File: src/rtl/fb_pkg.sv
// fb_pkg: shared types and default geometry for the framebuffer write scheduler
package fb_pkg;

   typedef enum logic [1:0] {SYNC, CAPTURE, CLEAR} state_t;

   localparam int FB_ADDRWIDTH = 17;
   localparam int FB_COLBITS   = 9;
   localparam int FB_ROWBITS   = 8;
   localparam int FB_DATAWIDTH = 4;

   localparam logic [FB_ROWBITS:0] FB_PRELOAD_PAL  = 9'h1DB;
   localparam logic [FB_ROWBITS:0] FB_PRELOAD_NTSC = 9'h1F3;

endpackage

File: src/rtl/fb_write_sched_if.sv
// fb_write_sched_if: framebuffer port A write bus (address, data, write enable)
interface fb_write_sched_if
   import fb_pkg::*;
#(
   parameter int ADDRWIDTH = FB_ADDRWIDTH,
   parameter int DATAWIDTH = FB_DATAWIDTH
);

   logic [ADDRWIDTH-1:0] fb_addr;
   logic [DATAWIDTH-1:0] fb_data;
   logic                 fb_wren;

   modport master (output fb_addr, fb_data, fb_wren);
   modport slave  (input  fb_addr, fb_data, fb_wren);

endinterface

File: src/rtl/fb_frame_lock.sv
// fb_frame_lock: sync edge detection, VSync qualification and row/column counters
module fb_frame_lock
   import fb_pkg::*;
#(
   parameter int COLBITS = FB_COLBITS,
   parameter int ROWBITS = FB_ROWBITS
) (
   input  logic               clk,
   input  logic               rst_n,
   input  logic               ce_pix,
   input  logic               hs,
   input  logic               vs,
   input  logic               hblank,
   input  logic               vblank,
   input  logic [ROWBITS:0]   preload,
   output logic [ROWBITS:0]   row,
   output logic [COLBITS-1:0] col,
   output logic               frame_start
);

   logic old_hs, old_vs, old_hblank, vs_detect;
   logic vs_rise, vs_fall, hs_rise, hb_fall;

   assign vs_rise     = ce_pix & vs & ~old_vs;
   assign vs_fall     = ce_pix & ~vs & old_vs;
   assign hs_rise     = ce_pix & hs & ~old_hs;
   assign hb_fall     = ce_pix & ~hblank & old_hblank;
   // a VSync only counts as a frame start once an HSync outside vblank was seen since the last VSync
   assign frame_start = vs_rise & vs_detect;

   // edge history, frame-lock qualifier and raster counters, all advanced on pixel enables
   always_ff @(posedge clk or negedge rst_n) begin
      if (!rst_n) begin
         old_hs     <= 1'b0;
         old_vs     <= 1'b0;
         old_hblank <= 1'b0;
         vs_detect  <= 1'b0;
         row        <= '0;
         col        <= '0;
      end else if (ce_pix) begin
         old_hs     <= hs;
         old_vs     <= vs;
         old_hblank <= hblank;
         vs_detect  <= vs_fall ? 1'b0 : frame_start ? vs_detect : hs_rise ? ~vblank : vs_detect;
         row        <= frame_start ? preload : hb_fall ? row + 1'b1 : row;
         col        <= hb_fall ? '0 : col + 1'b1;
      end
   end

endmodule

File: src/rtl/fb_write_sched.sv
// fb_write_sched: arbitrates framebuffer port A between live capture and the sweep-clear engine
module fb_write_sched
   import fb_pkg::*;
#(
   parameter int ADDRWIDTH      = FB_ADDRWIDTH,
   parameter int COLBITS        = FB_COLBITS,
   parameter int ROWBITS        = FB_ROWBITS,
   parameter int DATAWIDTH      = FB_DATAWIDTH,
   parameter bit CLEAR_ON_RESET = 1'b1
) (
   input  logic                 CLK_VIDEO,
   input  logic                 reset_n,
   input  logic                 ce_pix,
   input  logic                 hs,
   input  logic                 vs,
   input  logic                 hblank,
   input  logic                 vblank,
   input  logic [DATAWIDTH-1:0] pix_in,
   input  logic                 vfreq50hz,
   input  logic [ROWBITS:0]     firstlinepal,
   input  logic [ROWBITS:0]     firstlinentsc,
   input  logic                 clear_req,
   fb_write_sched_if.master     fb,
   output logic                 clear_busy,
   output logic                 locked,
   output logic                 frame_pulse
);

   state_t               state, state_nx;
   logic [ADDRWIDTH-1:0] sweep, sweep_nx, addr_nx;
   logic [DATAWIDTH-1:0] data_nx;
   logic                 wren_nx;
   logic [ROWBITS:0]     row;
   logic [COLBITS-1:0]   col;
   logic                 frame_start;

   fb_frame_lock #(.COLBITS(COLBITS), .ROWBITS(ROWBITS)) u_lock (
      .clk         (CLK_VIDEO),
      .rst_n       (reset_n),
      .ce_pix      (ce_pix),
      .hs          (hs),
      .vs          (vs),
      .hblank      (hblank),
      .vblank      (vblank),
      .preload     (vfreq50hz ? firstlinepal : firstlinentsc),
      .row         (row),
      .col         (col),
      .frame_start (frame_start)
   );

   assign clear_busy = state == CLEAR;
   assign locked     = state == CAPTURE;

   // next state and next port-A word; a clear request pre-empts everything and writes address 0 at once
   always_comb begin
      state_nx = state;
      sweep_nx = sweep;
      addr_nx  = fb.fb_addr;
      data_nx  = fb.fb_data;
      wren_nx  = 1'b0;
      if (clear_req) begin
         state_nx = CLEAR;
         sweep_nx = ADDRWIDTH'(1);
         addr_nx  = '0;
         data_nx  = '0;
         wren_nx  = 1'b1;
      end else begin
         case (state)
            SYNC: state_nx = frame_start ? CAPTURE : SYNC;
            CAPTURE: begin
               if (ce_pix && !row[ROWBITS]) begin
                  addr_nx = {row[ROWBITS-1:0], col};
                  data_nx = pix_in;
                  wren_nx = 1'b1;
               end
            end
            CLEAR: begin
               addr_nx  = sweep;
               data_nx  = '0;
               wren_nx  = 1'b1;
               sweep_nx = sweep + 1'b1;
               state_nx = &sweep ? SYNC : CLEAR;
            end
            default: state_nx = SYNC;
         endcase
      end
   end

   // state, sweep pointer and registered port-A outputs
   always_ff @(posedge CLK_VIDEO or negedge reset_n) begin
      if (!reset_n) begin
         state       <= CLEAR_ON_RESET ? CLEAR : SYNC;
         sweep       <= '0;
         fb.fb_addr  <= '0;
         fb.fb_data  <= '0;
         fb.fb_wren  <= 1'b0;
         frame_pulse <= 1'b0;
      end else begin
         state       <= state_nx;
         sweep       <= sweep_nx;
         fb.fb_addr  <= addr_nx;
         fb.fb_data  <= data_nx;
         fb.fb_wren  <= wren_nx;
         frame_pulse <= frame_start;
      end
   end

endmodule
File: src/flat_wrapper.sv
// flat-port wrapper written by rule: the top's interface ports become plain ports
module fb_write_sched_flat import fb_pkg::*;
#(
   parameter int ADDRWIDTH      = FB_ADDRWIDTH,
   parameter int COLBITS        = FB_COLBITS,
   parameter int ROWBITS        = FB_ROWBITS,
   parameter int DATAWIDTH      = FB_DATAWIDTH,
   parameter bit CLEAR_ON_RESET = 1'b1
)
  (CLK_VIDEO, reset_n, ce_pix, hs, vs, hblank, vblank, pix_in, vfreq50hz, firstlinepal, firstlinentsc, clear_req, clear_busy, locked, frame_pulse, fb_fb_addr, fb_fb_data, fb_fb_wren);
  fb_write_sched_if #(.ADDRWIDTH(ADDRWIDTH), .DATAWIDTH(DATAWIDTH)) fb_i ();
  input  logic CLK_VIDEO;
  input  logic reset_n;
  input  logic ce_pix;
  input  logic hs;
  input  logic vs;
  input  logic hblank;
  input  logic vblank;
  input  logic [DATAWIDTH-1:0] pix_in;
  input  logic vfreq50hz;
  input  logic [ROWBITS:0] firstlinepal;
  input  logic [ROWBITS:0] firstlinentsc;
  input  logic clear_req;
  output logic clear_busy;
  output logic locked;
  output logic frame_pulse;
  output wire logic [$bits(fb_i.fb_addr)-1:0] fb_fb_addr;
  output wire logic [$bits(fb_i.fb_data)-1:0] fb_fb_data;
  output wire logic [$bits(fb_i.fb_wren)-1:0] fb_fb_wren;
  assign fb_fb_addr = fb_i.fb_addr;
  assign fb_fb_data = fb_i.fb_data;
  assign fb_fb_wren = fb_i.fb_wren;
  fb_write_sched #(.ADDRWIDTH(ADDRWIDTH), .COLBITS(COLBITS), .ROWBITS(ROWBITS), .DATAWIDTH(DATAWIDTH), .CLEAR_ON_RESET(CLEAR_ON_RESET)) u_core (.CLK_VIDEO(CLK_VIDEO), .reset_n(reset_n), .ce_pix(ce_pix), .hs(hs), .vs(vs), .hblank(hblank), .vblank(vblank), .pix_in(pix_in), .vfreq50hz(vfreq50hz), .firstlinepal(firstlinepal), .firstlinentsc(firstlinentsc), .clear_req(clear_req), .fb(fb_i), .clear_busy(clear_busy), .locked(locked), .frame_pulse(frame_pulse));
endmodule
File: config.mk
export PLATFORM = sky130hd
export DESIGN_NAME = fb_write_sched_flat
export DESIGN_NICKNAME = d
export VERILOG_FILES = /design/src/rtl/fb_pkg.sv /design/src/rtl/fb_write_sched_if.sv /design/src/rtl/fb_frame_lock.sv /design/src/rtl/fb_write_sched.sv /design/src/flat_wrapper.sv
export SDC_FILE = /design/constraint.sdc
export NUM_CORES = 1
export LEC_CHECK = 0
export ABC_AREA = 1
export BUFFER_PORTS_ARGS = -buffer_cell sky130_fd_sc_hd__buf_4
export CAP_MARGIN = 25
export CELL_PAD_IN_SITES_DETAIL_PLACEMENT = 0
export CELL_PAD_IN_SITES_GLOBAL_PLACEMENT = 1
export CORE_MARGIN = 2
export CORE_UTILIZATION = 25
export DETAILED_ROUTE_END_ITERATION = 6
export GPL_TIMING_DRIVEN = 0
export MAX_ROUTING_LAYER = met4
export PLACE_DENSITY_LB_ADDON = 0.1
export SKIP_LAST_GASP = 1
export SLEW_MARGIN = 25
export SYNTH_ARGS = -nofsm -noshare
export SYNTH_HDL_FRONTEND = slang
export SYNTH_HIERARCHICAL = 1
export SYNTH_SLANG_ARGS = --single-unit
File: constraint.sdc
create_clock -name CLK_VIDEO -period 2.05 [get_ports CLK_VIDEO]
set_input_delay 0.1025 -clock CLK_VIDEO [delete_from_list [all_inputs] [get_ports CLK_VIDEO]]
set_output_delay 0.1025 -clock CLK_VIDEO [all_outputs]
set_load 0.05 [all_outputs]
-- Word level (Yosys, flattened, before mapping)
Cells that the tools add are included.
- register bits after elaboration: 64
- latch bits: 0
- bits in writable memories: 0
- bits in read-only memories: 0
- bits of input ports: 31
- memories: 0
- add/subtract/negate cells: 3
- $mul: 0
- divide/modulo/power cells: 0
- order comparisons: 0
- equal/unequal tests: 5
- shifts and indexed selects: 0
- mux-type cells: 22
- bitwise operators: 14
- reduce and logical (&&, ||, !) cells: 11
- operators with widths (kind ; count):
    17-bit 2-to-1 mux ; 4
    9-bit 2-to-1 mux ; 4
    17-bit case mux with 2 select lines ; 1
    9-bit by 1-bit adder with 9-bit output (second input constant) ; 2
    17-bit by 1-bit adder with 17-bit output (second input constant) ; 1
    17-bit AND reduction ; 1
    1-bit AND ; 9
    4-bit 2-to-1 mux ; 2
    4-bit case mux with 2 select lines ; 1
    1-bit 2-to-1 mux ; 6
    2-bit case mux with 3 select lines ; 1
    2-bit nonzero test ; 3
    1-bit NOT ; 5
    2-bit 2-to-1 mux ; 2
    2-bit != test (second input constant) ; 2
    2-bit AND reduction ; 2
    3-bit by 2-bit != test with 1-bit output (second input constant) ; 1
    3-bit AND reduction ; 1
    3-bit nonzero test ; 1
    2-bit by 1-bit == test with 1-bit output (second input constant) ; 1
    2-bit == test (second input constant) ; 1
    2-bit zero test ; 1
    1-bit case mux with 2 select lines ; 1
    1-bit logical AND ; 1
    1-bit zero test ; 1

-- Longest topological paths before layout
- word-level depth: 6
- depth in mapped cells: 11
- gate-level depth less buffers: 10

-- Modules after synthesis
Netlist, hierarchy kept.
- modules (own cells, without submodules) (module ; times used ; cells each ; area an instance (µm²) ; sequential area each (µm²)):
    fb_write_sched ; 1 ; 281 ; 2252.2 ; 1052.3
    fb_frame_lock ; 1 ; 180 ; 1283.7 ; 550.5

-- Least setup slack after synthesis
No wires, ideal clock.
- path kind: reg2reg
- start point: reg u_core.state[1]
- end point: reg u_core.sweep[13]
- arrival: 1.751 ns
- data required time: 1.931 ns
- path slack: 0.180 ns
- cell stages (with the launch flop): 10
- path buffers: 1
- cell sequence: dfstp_2 -> ha_1 -> buf_4 -> nand2_1 -> nor2_2 -> nand2_2 -> nor2_4 -> nand3_1 -> nand2_1 -> nor2_1
- longest elaborated chain between the ends: 2
- ends and longest elaborated chain (item ; line ; source):
    start: declaration ; fb_write_sched.sv:29 ; state_t state, state_nx;
    start signal: assignment ; fb_write_sched.sv:92 ; state <= CLEAR_ON_RESET ? CLEAR : SYNC;
    start signal: assignment ; fb_write_sched.sv:99 ; state <= state_nx;
    2-bit == test ; - ;
    named net clear_busy ; flat_wrapper.sv:24 ; output logic clear_busy;
    2-bit nonzero test (no source line) ; - ;
    end signal: assignment ; fb_write_sched.sv:100 ; sweep <= sweep_nx;
    end: declaration ; fb_write_sched.sv:30 ; logic [ADDRWIDTH-1:0] sweep, sweep_nx, addr_nx;
The timed path passes the listed nets, and every way through them passes these cells.
A chain may end at the register's enable or synchronous reset.

-- Worst setup path in the final report
- start point: reg u_core.sweep[1]
- end point: reg u_core.sweep[16]
- longest elaborated chain between the ends: 3
- ends and longest elaborated chain (item ; line ; source):
    17-bit by 1-bit adder with 17-bit output ; fb_write_sched.sv:81 ; sweep_nx = sweep + 1'b1;
    17-bit 2-to-1 mux ; fb_write_sched.sv:68 ; case (state)
    17-bit 2-to-1 mux ; fb_write_sched.sv:61 ; if (clear_req) begin
No other way between the ends. The select of a mux whose other input is x is not followed.

==> flow_summary.json <==
{
  "tightest_slew_ns": 0.869,
  "layout_commonest_cell": "nand2_1",
  "rsz0062_at_grt": "no",
  "grt_pass1_wl_um": 16700,
  "relSlewSlack": 0.420,
  "coreArea_um2": 13800,
  "ioPinCount": 56,
  "crit_path_end_kind": "register",
  "die_x_um": 123,
  "postSynthNetCount": 499,
  "power_frac_seq": 0.433,
  "fp.dieArea_um2": 15100,
  "setup_tns_ns": 0,
  "cp_cell_sequence": "ha_1, nand3_1, nor4_1, ha_1, nand3_1, o21ai_0",
  "num_rows": 43,
  "crit_path_top_delay_cell": "dfrtp_1",
  "reg2reg_to": "u_core/sweep[16]$_DFFE_PN0P_",
  "reg2reg_setup_slack_ns": 0.30,
  "fin_crit_ns": 1.75,
  "dpl.hpwl_um": 7750,
  "grt_start_max_net_pins": 65,
  "worstSetupPathType": "reg2reg",
  "place.port_buffers": 53,
  "clkPwrFrac": 0.416,
  "synth_simple_gate_area_frac": 0.292,
  "seq_area_frac_synth": 0.453,
  "p_switching_mw": 1.08,
  "cp_max_fo": 5,
  "antenna_cells": 0,
  "finalNetCount": 565,
  "ys_types": 31,
  "status": "complete, no violations",
  "cts_tree": "built",
  "antenna_found_initial": 0,
  "crit_required_ns": 2.27,
  "finClkSkew_ns": 0.00790,
  "vias": 3178,
  "die_h_um": 123,
  "r2r_start": "u_core/sweep[1]$_DFFE_PN0P_",
  "start_kind": "register",
  "syn_inst": 461,
  "track_usage": 0.153,
  "ir_drop_uv": 312,
  "maxSlewViolCount": 0,
  "arrival_ns": 1.96,
  "layout_common_cells": "nand2_1 (114), nor2_1 (67), dfrtp_1 (63), buf_4 (57), a21oi_1 (48)",
  "gr-total-overflow": 0,
  "power_per_cell_area_nw_per_um2": 832,
  "synth_warnings": 6,
  "endpoint": "u_core/sweep[16]$_DFFE_PN0P_",
  "worst_slack_ns": 0.303,
  "fmax_ghz": 0.572,
  "numClockSinks": 64,
  "gp_congestion": 0.792,
  "cts_buffers": 9,
  "drc_errors": 0,
  "synth_mux_area_frac": 0.0287,
  "worstRegToRegCells": 6,
  "ant_nets": 0,
  "drt_wl_total_um": 10400,
  "period_share": 0.852,
  "switching_share": 0.290,
  "ys_ff_latch": 64,
  "yosys.area_share.adder": 0.0248,
  "final-setup-viol-count": 0,
  "areaGrowthSynthToFinish_pct": 26.7,
  "slowest_delay_ns": 0.41,
  "synthXorXnorAreaFrac": 0.00495,
  "drtIter0Drc": 141,
  "place_ws_ns": 0.281,
  "synth_top_family_by_area": "simple AND/OR/NAND/NOR gates",
  "clk_latency_ns": 0.34,
  "drive_gt1_frac": 0.216,
  "initial_core_util": 0.256,
  "combPwrFrac": 0.151,
  "detail_route.vias_per_cell": 4.46,
  "hp-class": "in2reg",
  "hold_viol_final": 0,
  "htree_levels": 3,
  "drv_cap": 0,
  "clock_path_buffers": 2,
  "internal_power_mw": 2.64,
  "synth_compound_area_frac": 0.110,
  "worstSetupStartpoint": "u_core/sweep[1]$_DFFE_PN0P_",
  "postSynthAreaPerCell_um2": 7.67,
  "root_buffer": "clkbuf_16",
  "wl_per_cell_um": 14.6,
  "path_clk_slew_ns": 0.06,
  "grt_pass1_vias": 3087,
  "power.leakage_nw": 2.24,
  "hold_slack_ns": 0.0110,
  "dr.pass1.iters": 4,
  "total_power_mw": 3.73,
  "syn-cell-area_um2": 3540
}
## how the worst min path moves through the flow
stage,start,end,slack (ns),depth (start not counted)
after floorplan,reset_n,u_core/fb.fb_addr[0]$_DFFE_PN0P_,-0.19,0
after global placement,reset_n,u_core/sweep[12]$_DFFE_PN0P_,0.30,1
after detailed placement,reset_n,u_core/sweep[12]$_DFFE_PN0P_,0.29,1
after CTS,pix_in[0],u_core/fb.fb_data[0]$_DFFE_PN0P_,0.002,3
after global routing,pix_in[2],u_core/fb.fb_data[2]$_DFFE_PN0P_,0.03,3
final,hs,u_core/u_lock/old_hs$_DFFE_PN0P_,0.01,3
## state kept, by name, summed over array words and instances (netlist names)
name / flops
u_core/fb.fb_addr: 17
u_core/fb.fb_data: 4
u_core/fb.fb_wren: 1
u_core/frame_pulse: 1
u_core/state: 2
u_core/sweep: 17
u_core/u_lock/col: 9
u_core/u_lock/old_hblank: 1
u_core/u_lock/old_hs: 1
u_core/u_lock/old_vs: 1
u_core/u_lock/row: 9
u_core/u_lock/vs_detect: 1
## cell type report
class,instances,area [µm²]
fillers,1511,9350
multi-input cells,333,1630
flip-flops and latches,64,1600
repair buffers,55,418
clock buffers,13,260
well taps,180,225
inverters,49,189
plain buffers,15,119
clock inverters,3,40.0
## metrics by stage
step | area, µm² | instances | utilization
floorplan | 3540 | 461 | -
CTS | 4480 | 712 | 0.324
detailed placement | 4160 | 694 | 0.301
global placement | 4160 | 694 | 0.301
finish | 4480 | 712 | 0.324
global route | 4480 | 712 | 0.324
## kinds of logic (layout without fill, tap and decap cells)
logic type                 Yosys count  in the layout
adders and majority gates            7              7
and+or+nand+nor                    239            239
DFF                                 64             64
buffers and inverters               64            135
AOI/OAI and AO/OA                   76             76
xor gates and xnor gates             2              2
muxes                                9              9
## worst max-delay path, delay by kind of cell, from the launching register on
| family | cells | cell delay [ns] |
|---|---|---|
| AO/OA/AOI/OAI | 1 | 0.08 |
| flip-flops | 1 | 0.41 |
| AND/OR/NAND/NOR | 3 | 0.54 |
| adder cells (fa/ha/maj) | 2 | 0.60 |
## power by group through the flow
stage                     clock network, mW  registers, mW  logic, mW
after floorplan                           0           1.57      0.386
after global placement                    0           1.64      0.563
after detailed placement                  0           1.64      0.563
after CTS                              1.60           1.62      0.569
after global routing                   1.65           1.65      0.661
final                                  1.55           1.61      0.563
## Yosys cell counts
master,number,share of area
nand3b_1,2,0.0042
mux2_2,9,0.029
nor2_2,5,0.0088
nor4_1,1,0.0018
buf_4,4,0.0085
o21ai_1,3,0.0042
a21oi_1,48,0.068
nand3_4,1,0.0050
clkbuf_8,1,0.0039
o22ai_1,1,0.0018
or2_2,1,0.0018
nand3_1,29,0.041
dfstp_2,1,0.0074
buf_2,6,0.0085
inv_1,44,0.047
inv_4,2,0.0035
o21ai_0,22,0.031
nor2_1,67,0.071
nor3_1,5,0.0071
o221ai_1,1,0.0025
a211oi_1,1,0.0021
nand4_1,3,0.0053
dfrtp_1,63,0.45
nand2_1,114,0.12
inv_2,3,0.0032
buf_6,4,0.013
nand2_2,7,0.012
xor2_1,2,0.0050
nor2_4,2,0.0064
ha_1,7,0.025
nand3_2,2,0.0057
## what timing repair did
item                                   4_1_cts  5_1_grt
endpoints found under the hold margin       64        0
hold buffers                                 2        0
buffers inserted                             0        0
gates resized for setup                      0        0
## metal layers
| metal | GRT usage | wire length [µm] |
|---|---|---|
| met5 | - | 0 |
| met4 | 0.0625 | 189 |
| met3 | 0.0254 | 379 |
| met2 | 0.216 | 4470 |
| met1 | 0.216 | 5350 |
Power figures use the tool's default switching activity.
